==> src/rtl/ram_bist_ctrl.sv <==
// rtl/ram_bist_ctrl.sv - RAM BIST sequencer: two complementary write/read-back passes with mismatch reporting
module ram_bist_ctrl #(
  parameter int ADDR_W = 5,
  parameter int DATA_W = 8,
  parameter int DEPTH  = 32,
  parameter int RD_LAT = 1
) (
  input  logic              i_clk,
  input  logic              i_rst_n,
  input  logic              i_start,
  output logic              o_busy,
  output logic              o_done,
  output logic              o_pass,
  output logic [5:0]        o_err_count,
  output logic [ADDR_W-1:0] o_fail_addr,
  output logic [DATA_W-1:0] o_fail_data,
  output logic              o_ram_rd,
  output logic              o_ram_wr,
  output logic [ADDR_W-1:0] o_ram_addr,
  output logic [DATA_W-1:0] o_ram_data,
  input  logic [DATA_W-1:0] i_ram_dout
);

  typedef enum logic [2:0] {S_IDLE, S_WR, S_RD, S_DRAIN, S_DONE} state_t;

  localparam logic [ADDR_W-1:0] LAST_ADDR  = ADDR_W'(DEPTH - 1);
  localparam logic [1:0]        LAST_DRAIN = 2'(RD_LAT - 1);

  state_t r_state;
  state_t w_next;

  logic                           r_phase;
  logic [ADDR_W-1:0]              r_addr;
  logic [1:0]                     r_drain;
  logic [5:0]                     r_err;
  logic                           r_have_fail;
  logic [ADDR_W-1:0]              r_fail_addr;
  logic [DATA_W-1:0]              r_fail_data;
  logic [RD_LAT-1:0]              r_pv;
  logic [RD_LAT-1:0][ADDR_W-1:0]  r_pa;
  logic [RD_LAT-1:0][DATA_W-1:0]  r_pe;

  logic              w_last_addr;
  logic              w_drain_end;
  logic              w_accept;
  logic [DATA_W-1:0] w_p0;
  logic [DATA_W-1:0] w_pattern;
  logic              w_mismatch;

  assign w_last_addr = (r_addr == LAST_ADDR);
  assign w_drain_end = (r_drain == LAST_DRAIN);
  assign w_accept    = i_start && ((r_state == S_IDLE) || (r_state == S_DONE));
  assign w_p0        = DATA_W'(r_addr);
  assign w_pattern   = r_phase ? ~w_p0 : w_p0;
  // Oldest pipe entry lines up with the RAM data for the read issued RD_LAT cycles ago.
  assign w_mismatch  = r_pv[RD_LAT-1] && (i_ram_dout != r_pe[RD_LAT-1]);

  always_ff @(posedge i_clk or negedge i_rst_n) begin
    if (!i_rst_n) begin
      r_state <= S_IDLE;
    end else begin
      r_state <= w_next;
    end
  end

  always_comb begin
    w_next     = r_state;
    o_busy     = 1'b0;
    o_done     = 1'b0;
    o_pass     = 1'b0;
    o_ram_rd   = 1'b0;
    o_ram_wr   = 1'b0;
    o_ram_addr = '0;
    o_ram_data = '0;
    case (r_state)
      S_IDLE: begin
        if (i_start) w_next = S_WR;
      end
      S_WR: begin
        o_busy     = 1'b1;
        o_ram_wr   = 1'b1;
        o_ram_addr = r_addr;
        o_ram_data = w_pattern;
        if (w_last_addr) w_next = S_RD;
      end
      S_RD: begin
        o_busy     = 1'b1;
        o_ram_rd   = 1'b1;
        o_ram_addr = r_addr;
        if (w_last_addr) w_next = S_DRAIN;
      end
      S_DRAIN: begin
        o_busy = 1'b1;
        if (w_drain_end) w_next = r_phase ? S_DONE : S_WR;
      end
      S_DONE: begin
        o_done = 1'b1;
        o_pass = (r_err == 6'd0);
        if (i_start) w_next = S_WR;
      end
      default: w_next = S_IDLE;
    endcase
  end

  always_ff @(posedge i_clk or negedge i_rst_n) begin
    if (!i_rst_n) begin
      r_phase     <= 1'b0;
      r_addr      <= '0;
      r_drain     <= '0;
      r_err       <= '0;
      r_have_fail <= 1'b0;
      r_fail_addr <= '0;
      r_fail_data <= '0;
      r_pv        <= '0;
      r_pa        <= '0;
      r_pe        <= '0;
    end else begin
      if (w_accept) begin
        r_phase     <= 1'b0;
        r_addr      <= '0;
        r_drain     <= '0;
        r_err       <= '0;
        r_have_fail <= 1'b0;
        r_fail_addr <= '0;
        r_fail_data <= '0;
      end

      case (r_state)
        S_WR, S_RD: r_addr <= w_last_addr ? '0 : r_addr + 1'b1;
        S_DRAIN: begin
          if (w_drain_end) begin
            r_drain <= '0;
            r_phase <= 1'b1;
          end else begin
            r_drain <= r_drain + 1'b1;
          end
        end
        default: ;
      endcase

      r_pv[0] <= (r_state == S_RD);
      r_pa[0] <= r_addr;
      r_pe[0] <= w_pattern;
      for (int i = 1; i < RD_LAT; i++) begin
        r_pv[i] <= r_pv[i-1];
        r_pa[i] <= r_pa[i-1];
        r_pe[i] <= r_pe[i-1];
      end

      if (w_mismatch) begin
        if (r_err != 6'd63) r_err <= r_err + 6'd1;
        if (!r_have_fail) begin
          r_have_fail <= 1'b1;
          r_fail_addr <= r_pa[RD_LAT-1];
          r_fail_data <= i_ram_dout;
        end
      end
    end
  end

  assign o_err_count = r_err;
  assign o_fail_addr = r_fail_addr;
  assign o_fail_data = r_fail_data;

endmodule

==> config.mk <==
export PLATFORM = sky130hd
export DESIGN_NAME = ram_bist_ctrl
export DESIGN_NICKNAME = d
export VERILOG_FILES = /design/src/rtl/ram_bist_ctrl.sv
export SDC_FILE = /design/constraint.sdc
export NUM_CORES = 1
export LEC_CHECK = 0
export ABC_AREA = 1
export CAP_MARGIN = 0
export CORE_MARGIN = 8
export CORE_UTILIZATION = 48
export DETAILED_ROUTE_END_ITERATION = 12
export PLACE_DENSITY = 0.75
export SETUP_SLACK_MARGIN = 0.05
export SLEW_MARGIN = 20
export SYNTH_ARGS = -nofsm -noshare
export SYNTH_HDL_FRONTEND = slang
export SYNTH_SLANG_ARGS = --single-unit
==> constraint.sdc <==
create_clock -name i_clk -period 1.87 [get_ports i_clk]
set_input_delay 0.2805 -clock i_clk [delete_from_list [all_inputs] [get_ports i_clk]]
set_output_delay 0.2805 -clock i_clk [all_outputs]
set_load 0.05 [all_outputs]
### Word-level counts from Yosys, hierarchy flattened

Index checks and enable logic that the tools add are counted.
Widths: inputs -> output; s select.

* logic and storage cells: 73
* bits in registers: 45
* input port bits: 11

* bitwise logic cells: 1
* reduce and logical (&&, ||, !) cells: 12
* multiplexer cells: 35
* eq/ne operators: 11
* $add $sub $neg: 3

Operator list (count)
* $mux 8: 5
* $mux 5: 7
* $mux 6: 3
* $mux 3: 5
* $pmux 3 s4: 1
* $mux 1: 11
* $ne 8x8->1: 1
* $not 5->8: 1
* $add 6x1->6 const B: 1
* $eq 3x2->1 const B: 2
* $logic_not 6->1: 1
* $mux 2: 3
* $ne 2x2->1 const B: 3
* $ne 6x6->1 const B: 1
* $add 5x1->5 const B: 1
* $eq 5x5->1 const B: 1
* $reduce_and 4->1: 1
* $reduce_bool 2->1: 2
* $reduce_or 2->1: 2
* $eq 3x1->1 const B: 1
* $eq 3x3->1 const B: 1
* $logic_not 3->1: 1
* $reduce_or 3->1: 1
* $add 2x1->2 const B: 1
* 4 further kinds: 5

### Depth between registers and ports, before layout

* word-level depth: 6
* mapped depth: 10
* gate-level depth less buffers: 9

### Worst setup path after synthesis

Ideal clock, no wire load.

* path type: flip-flop to output port
* from: reg r_state[0]
* to: out o_pass
* setup slack: -1.081 ns
* stages on the path, launching flop included: 6
* path buffers: 0
* data arrival time: 2.670 ns
* cells stage by stage: dfrtp_1 nor2_4 inv_2 nor2_1 nand4_1 nor3b_1

* word-level cells in the longest chain between the ends: 2

Ends and longest elaborated chain
* start: declaration: line 29 `state_t r_state;`
* start signal: assignment: line 62 `r_state <= w_next;`
* $eq 3x3->1: line 75 `case (r_state)`
* $mux 1: line 75
* end: declaration: line 13 `output logic o_pass,`

Every way passes these cells.

### Worst setup path after layout

Same ends and word-level chain as after synthesis.

==> results.md <==
* Final instance area at 3420 sq um
* Final min period at roughly 1.9 ns
* Clk_lat worst skew at 0.30 ns
* Sequential area share after synthesis at 0.430
* Hold/Removal Path Class: in -> async
* Area share of the largest cell type after synthesis at 0.430
* Synth cell count leaders: nand2_1, dfrtp_1, inv_1
* Synthesis Warnings at 0
* Post-Route M1 WL at 2530 um
* Post-Syn Instances at 323
* CP startpoint kind: register
* Synthesized area at approximately 2500 sq um
* Initial core utilization at 0.493
* Core area at between 5000 and 6000 sq um
* Num CTS Buffers at 5
* Final period utilization at 1.02
* Clk sinks at 43
* Initial antenna violation count at 0
* Power Dens Cells at 1870 nW/um^2
* TritonRoute pass-1 iters at 4
* Max H-tree Level at 2
* Synth top area cells: dfrtp_1, nand2_1, nand2_4, inv_1, nand3_1
* Number of synthesized flops with an enable pin at 0
* Worst Max-Slew Pin Slew at 0.534 ns
* Met3 wire length at 406 um
* Crit path max fanout at 3
* Via count at approximately 2200
* Arr. time, crit path at approximately 1.6 ns
* #FFs+latches synth at 43
* Layout net count at around 400
* Post-synthesis area per instance at between 7 and 8 sq um
* CTS tree: yes
* Worst-path clk slew at ~0.08 ns
* Hold Fails Final Rpt at 0
* IO buf count at between 40 and 50
* Number of global-route vias before repair at 2143
* Post-layout util at 0.675
* Largest net degree at the start of global routing at 44
* Detail Route Antenna Nets at 0
* Setup TNS at -0.0281 ns
* Post-synth top flop: dfrtp_1
* Die W at 88.2 um
* Yosys cell types at 29
* Clk root buf: clkbuf_8
* Global route overflow at 0
* RD Place Congestion at between 0.9 and 1
* Worst rel slew slack at 0.644
* Setup Crit Path Kind: reg -> out
* Async SR Flop Fraction at 1.00
* Post-Route WL at about 6000 um
* Syn_nets at 340
* Fin Hold WS at 0.0444 ns
* Leading area contributor after synthesis: dfrtp_1
* First-pass GRT wire length at just under 10000 um
* Num rows at 26
* Fill count at 440
* Final Slew Violations at 0
* Diodes inserted at 0
* Vias/cell at approximately 4.9
* Routed len/inst at 13.2 um
* Clock Skews at between 0.008 and 0.009 ns
* DR top layer: met4
* Peak supply drop at around 1400 uV
* Placed inst area at ~3200 sq um
* Layout cell share with drive strength beyond 1 at 0.228
* Setup WS post-layout at -0.0281 ns
* Unrepaired setup endpoints after global routing: yes
* Hold Buf Count CTS at 0
* Fmax at 0.527 GHz
* IO Count at 48
* Violated checks: negative setup slack
* Max Cap Viol at 0
* DR DRC count at 0
* Status: finished with violations
* Max Root-Sink Buffers at 2
* Total die area at about 7800 sq um
* Detailed Place HPWL at ~4300 um
* Most common cell in the netlist: nand2_1
* Area Overhead vs Synth at 36.8%
* CP endpoint kind: output port
* Final setup fails at 1
* P_leak at 1.84 nW
* DR iter-0 viols at around 110
* Total track usage at 0.160
* Die H at a little under 90 um
* Met2 wire len at 2990 um
* CP required at 1.59 ns
[path summary, 6_finish.rpt]
check,slack (ns),startpoint,end,depth (start not counted)
setup / recovery,-0.03,r_state[0],o_pass,6
hold / removal,0.04,i_rst_n,o_fail_data[0],2
setup reg to reg,0.17,r_state[0],o_err_count[0],8
hold reg to reg,0.45,r_addr[3],r_pa[3],0
max in group asynchronous,1.43,i_rst_n,r_state[1],2
min in group i_clk,0.45,r_addr[3],r_pa[3],0
[kinds of logic (layout without fill, tap and decap cells)]
family | Yosys count | count (layout) | synth area share
AND/OR/NAND/NOR | 173 | 173 | 0.335
AO/OA/AOI/OAI | 39 | 39 | 0.0820
flip-flops | 43 | 43 | 0.430
buffers and inverters | 56 | 115 | 0.103
adder cells (fa/ha/maj) | 6 | 6 | 0.0300
XOR/XNOR | 6 | 6 | 0.0210
[where the power goes]
part / internal [W] / leakage (nW) / switching (W) / total, W
Clock: 0.000262 / 0.0422 / 0.000303 / 0.000566
Sequential: 0.00127 / 0.558 / 0.000342 / 0.00161
Combinational: 0.00159 / 1.24 / 0.00265 / 0.00424
Total: 0.00312 / 1.84 / 0.00329 / 0.00641
[metrics by stage]
step	total power, W	instances	setup WS [ns]
after floorplan	0.00416	323	-0.0707
after global placement	0.00543	435	0.174
after detailed placement	0.00548	435	0.150
after CTS	0.00621	446	-0.0389
after global routing	0.00681	452	-0.0873
final	0.00641	452	-0.0281
[area by class of cell]
cell class / instances / area [sq um] / area share
clock buffers: 7 / 76.3 / 0.0223
clock inverters: 1 / 5.00 / 0.00146
inverters: 45 / 180 / 0.0526
multi-input cells: 224 / 1260 / 0.368
flip-flops and latches: 43 / 1080 / 0.315
well taps: 70 / 87.6 / 0.0256
repair buffers: 62 / 737 / 0.215
[worst max-delay path: stages (launching register included)]
cell and delay, ns:
dfrtp_2 0.45, nor2_4 0.14, inv_2 0.06, nor2_4 0.10
nand4_1 0.14, nor3b_4 0.26, buf_12 0.17
[cells in the final DEF (no fill, tap or decap), drive strengths merged]
cell / instances
nand2: 123
dfrtp: 43
inv: 43
buf: 40
o21ai: 28
nand3: 27
nor2: 21
clkdlybuf4s50: 15
clkbuf: 7
a21oi: 7
ha: 6
xnor2: 4
dlymetal6s2s: 4
o22ai: 3
dlygate4sd2: 3
xor2: 2
clkinv: 2
a21boi: 1
clkinvlp: 1
nand4: 1
nor3b: 1
[what timing repair did]
| item | 4_1_cts | 5_1_grt |
|---|---|---|
| endpoints found under the hold margin | 0 | 0 |
| pin swaps | 5 | 7 |
| gates resized for setup | 17 | 12 |
| setup endpoints to repair | 17 | 15 |
| setup buffers | 3 | 6 |
[layer usage]
metal,GRT usage,vias up
met5,0,-
met4,0.0445,0
met3,0.0507,8
met2,0.274,73
met1,0.187,1018
li1,-,1116
[state kept, by name (all words and copies together), names as in the netlist]
name,cells
o_fail_addr,5
r_phase,1
r_pv,1
r_have_fail,1
o_fail_data,8
r_pe,6
r_pa,5
r_state,3
r_drain,2
o_err_count,6
r_addr,5
No activity file was read; power rests on OpenSTA's default activity.
==> patch (config.mk and constraints unchanged) <==
Change the parameter `ADDR_W` from 5 to 6.
--- a/src/rtl/ram_bist_ctrl.sv
+++ b/src/rtl/ram_bist_ctrl.sv
@@ -2,3 +2,3 @@
 module ram_bist_ctrl #(
-  parameter int ADDR_W = 5,
+  parameter int ADDR_W = 6,
   parameter int DATA_W = 8,
Ports: changed (resized o_fail_addr and o_ram_addr); port bits go from 48 to 50. No check against the original RTL was run, so the function may have changed too.
==> patch against the original RTL <==
The flow still finishes with violations (setup timing). Global-route usage grew 0.52 points. Critical path depth unchanged. Die area up 4.7%. Design area up 8.4%. Routed wire length is 8.4% higher. Sequential cell count increased by 4. Area after synthesis grew 5.7%. Worst hold slack better by 440 ps. Setup slack improved by 21 ps. Critical path type unchanged. Critical endpoint unchanged.
Power is not compared: it rests on default switching activity, and its combinational part moved more than twofold at a synthesized area within 25%.
==> patch: results (changes against the original RTL) <==
Outcome:
- The final reports fail on setup timing.
- The run finished, with violations left.

Placement:
- The final estimated routing congestion in global placement is 0.861 (-8.2%).
- The worst slack at placement is 127 ps (-23.4 ps).
- The cell total after placement is 479 (+10%).
- The placed cell area is 3430 um^2 (+7.6%).
- The count of buffers from port buffering came to 49 (+4.3%).
- The final HPWL from detailed placement is 4740 um (+11%).

STA:
- The setup TNS after final layout is -7.21 ps (+20.9 ps).
- The number of setup violations in the final report is 1 (unchanged).
- The slew at the pin with the worst max-slew slack is 782 ps (+248 ps).
- The post-route worst setup slack is -7.21 ps (+20.9 ps).
- The smallest hold slack was 482 ps (+438 ps).

Yosys:
- The part of the Yosys area used for sequential elements is 44.4% (+1.4 points).
- The number of library cell types mapped by synthesis is 31 (+6.9%).
- In the synthesized netlist, the cells that appear most often are sky130_fd_sc_hd__nand2_1 (130), sky130_fd_sc_hd__inv_1 (48), sky130_fd_sc_hd__dfrtp_1 (47), sky130_fd_sc_hd__nand3_1 (29), sky130_fd_sc_hd__nor2_1 (21).
- The post-synthesis instance total is 362 (+12%).

Final layout:
- The number of nets in the final layout is 437 (+9.8%).
- The fill cell total of the finished layout is 433 (-1.6%).
- The utilization after layout is 68.7% (+1.2 points).

Setup path:
- The startpoint identified for the worst register-to-register timing path is r_state[1].
- The data arrival time at the worst-slack endpoint was 1600 ps (-20 ps).
- The register-to-register setup slack is 310 ps (+140 ps).
- The delay of the slowest cell on the worst path is 430 ps (-20 ps).
- The depth of the most critical reg-to-reg path is 7 (-1).
- The endpoint identified for the worst register-to-register timing path is r_addr[3].

Min path:
- The tightest min-delay check is of the flip-flop to flip-flop type.

Clocking:
- The buffers inserted during post-CTS setup optimization was 6 (+3).
- The number of buffers added to fix hold violations after cts is 1 (+1).

Detailed routing:
- The total routed wirelength is 6490 um (+8.4%).
- The number of violations reported at the end of detailed-routing iteration 0 is 130 (+21%).

Global route:
- The global-route wire length before repair is 11,300 um (+15%).
-- patch: cell types whose count changed after synthesis, sizes merged, moves of 2 or more --
cell / change
buf: +2
o21ai: +3
inv: +10
o22ai: -2
nand3: +5
nand2: +13
nor2: +3
dfrtp: +4
-- patch: logic make-up after synthesis --
logic type	after synthesis	share of synthesized area (%)
flip-flops	47	44.4
buffers and inverters	68	10.8
XOR/XNOR	5	1.66
AND/OR/NAND/NOR	196	31.7
AO/OA/AOI/OAI	41	9.03
adder cells (fa/ha/maj)	5	2.36
-- patch: routing by layer --
metal	wire length (um)	global-route usage (%)	up-vias
li1	-	-	1235
met1	2750	18.6	1137
met2	3180	28.1	68
met3	408	5.49	16
met4	146	6.93	0
met5	0	0	-
-- patch: power by group --
group,internal [mW],switching (mW)
Sequential,1.10,0.0947
Combinational,0.339,0.631
Clock,0.338,0.319
-- patch: worst register-to-register path: stages, from the launching register on --
cell                      delay [ps]
sky130_fd_sc_hd__dfrtp_2         400
sky130_fd_sc_hd__nor2_4           40
sky130_fd_sc_hd__buf_4           130
sky130_fd_sc_hd__nand2_2         360
sky130_fd_sc_hd__inv_2           160
sky130_fd_sc_hd__nor2_4          180
sky130_fd_sc_hd__inv_2            60
sky130_fd_sc_hd__o22ai_1         140
-- patch: worst min-delay path by stage --
stage,startpoint,to,cells after the start
floorplan,i_rst_n,o_err_count[0],0
CTS,r_addr[1],r_pa[1],0
finish,r_addr[1],r_pa[1],0
detailed placement,i_rst_n,r_pe[0],1
global placement,i_rst_n,r_pe[0],1
global route,r_addr[1],r_pa[1],0
-- patch: final cells by class --
cell class / count / area share (%)
Multi-Input combinational cell: 247 / 35.8
Inverter: 55 / 5.63
Clock buffer: 8 / 2.70
Timing Repair Buffer: 65 / 21.7
Tap cell: 72 / 2.43
Sequential cell: 47 / 31.8
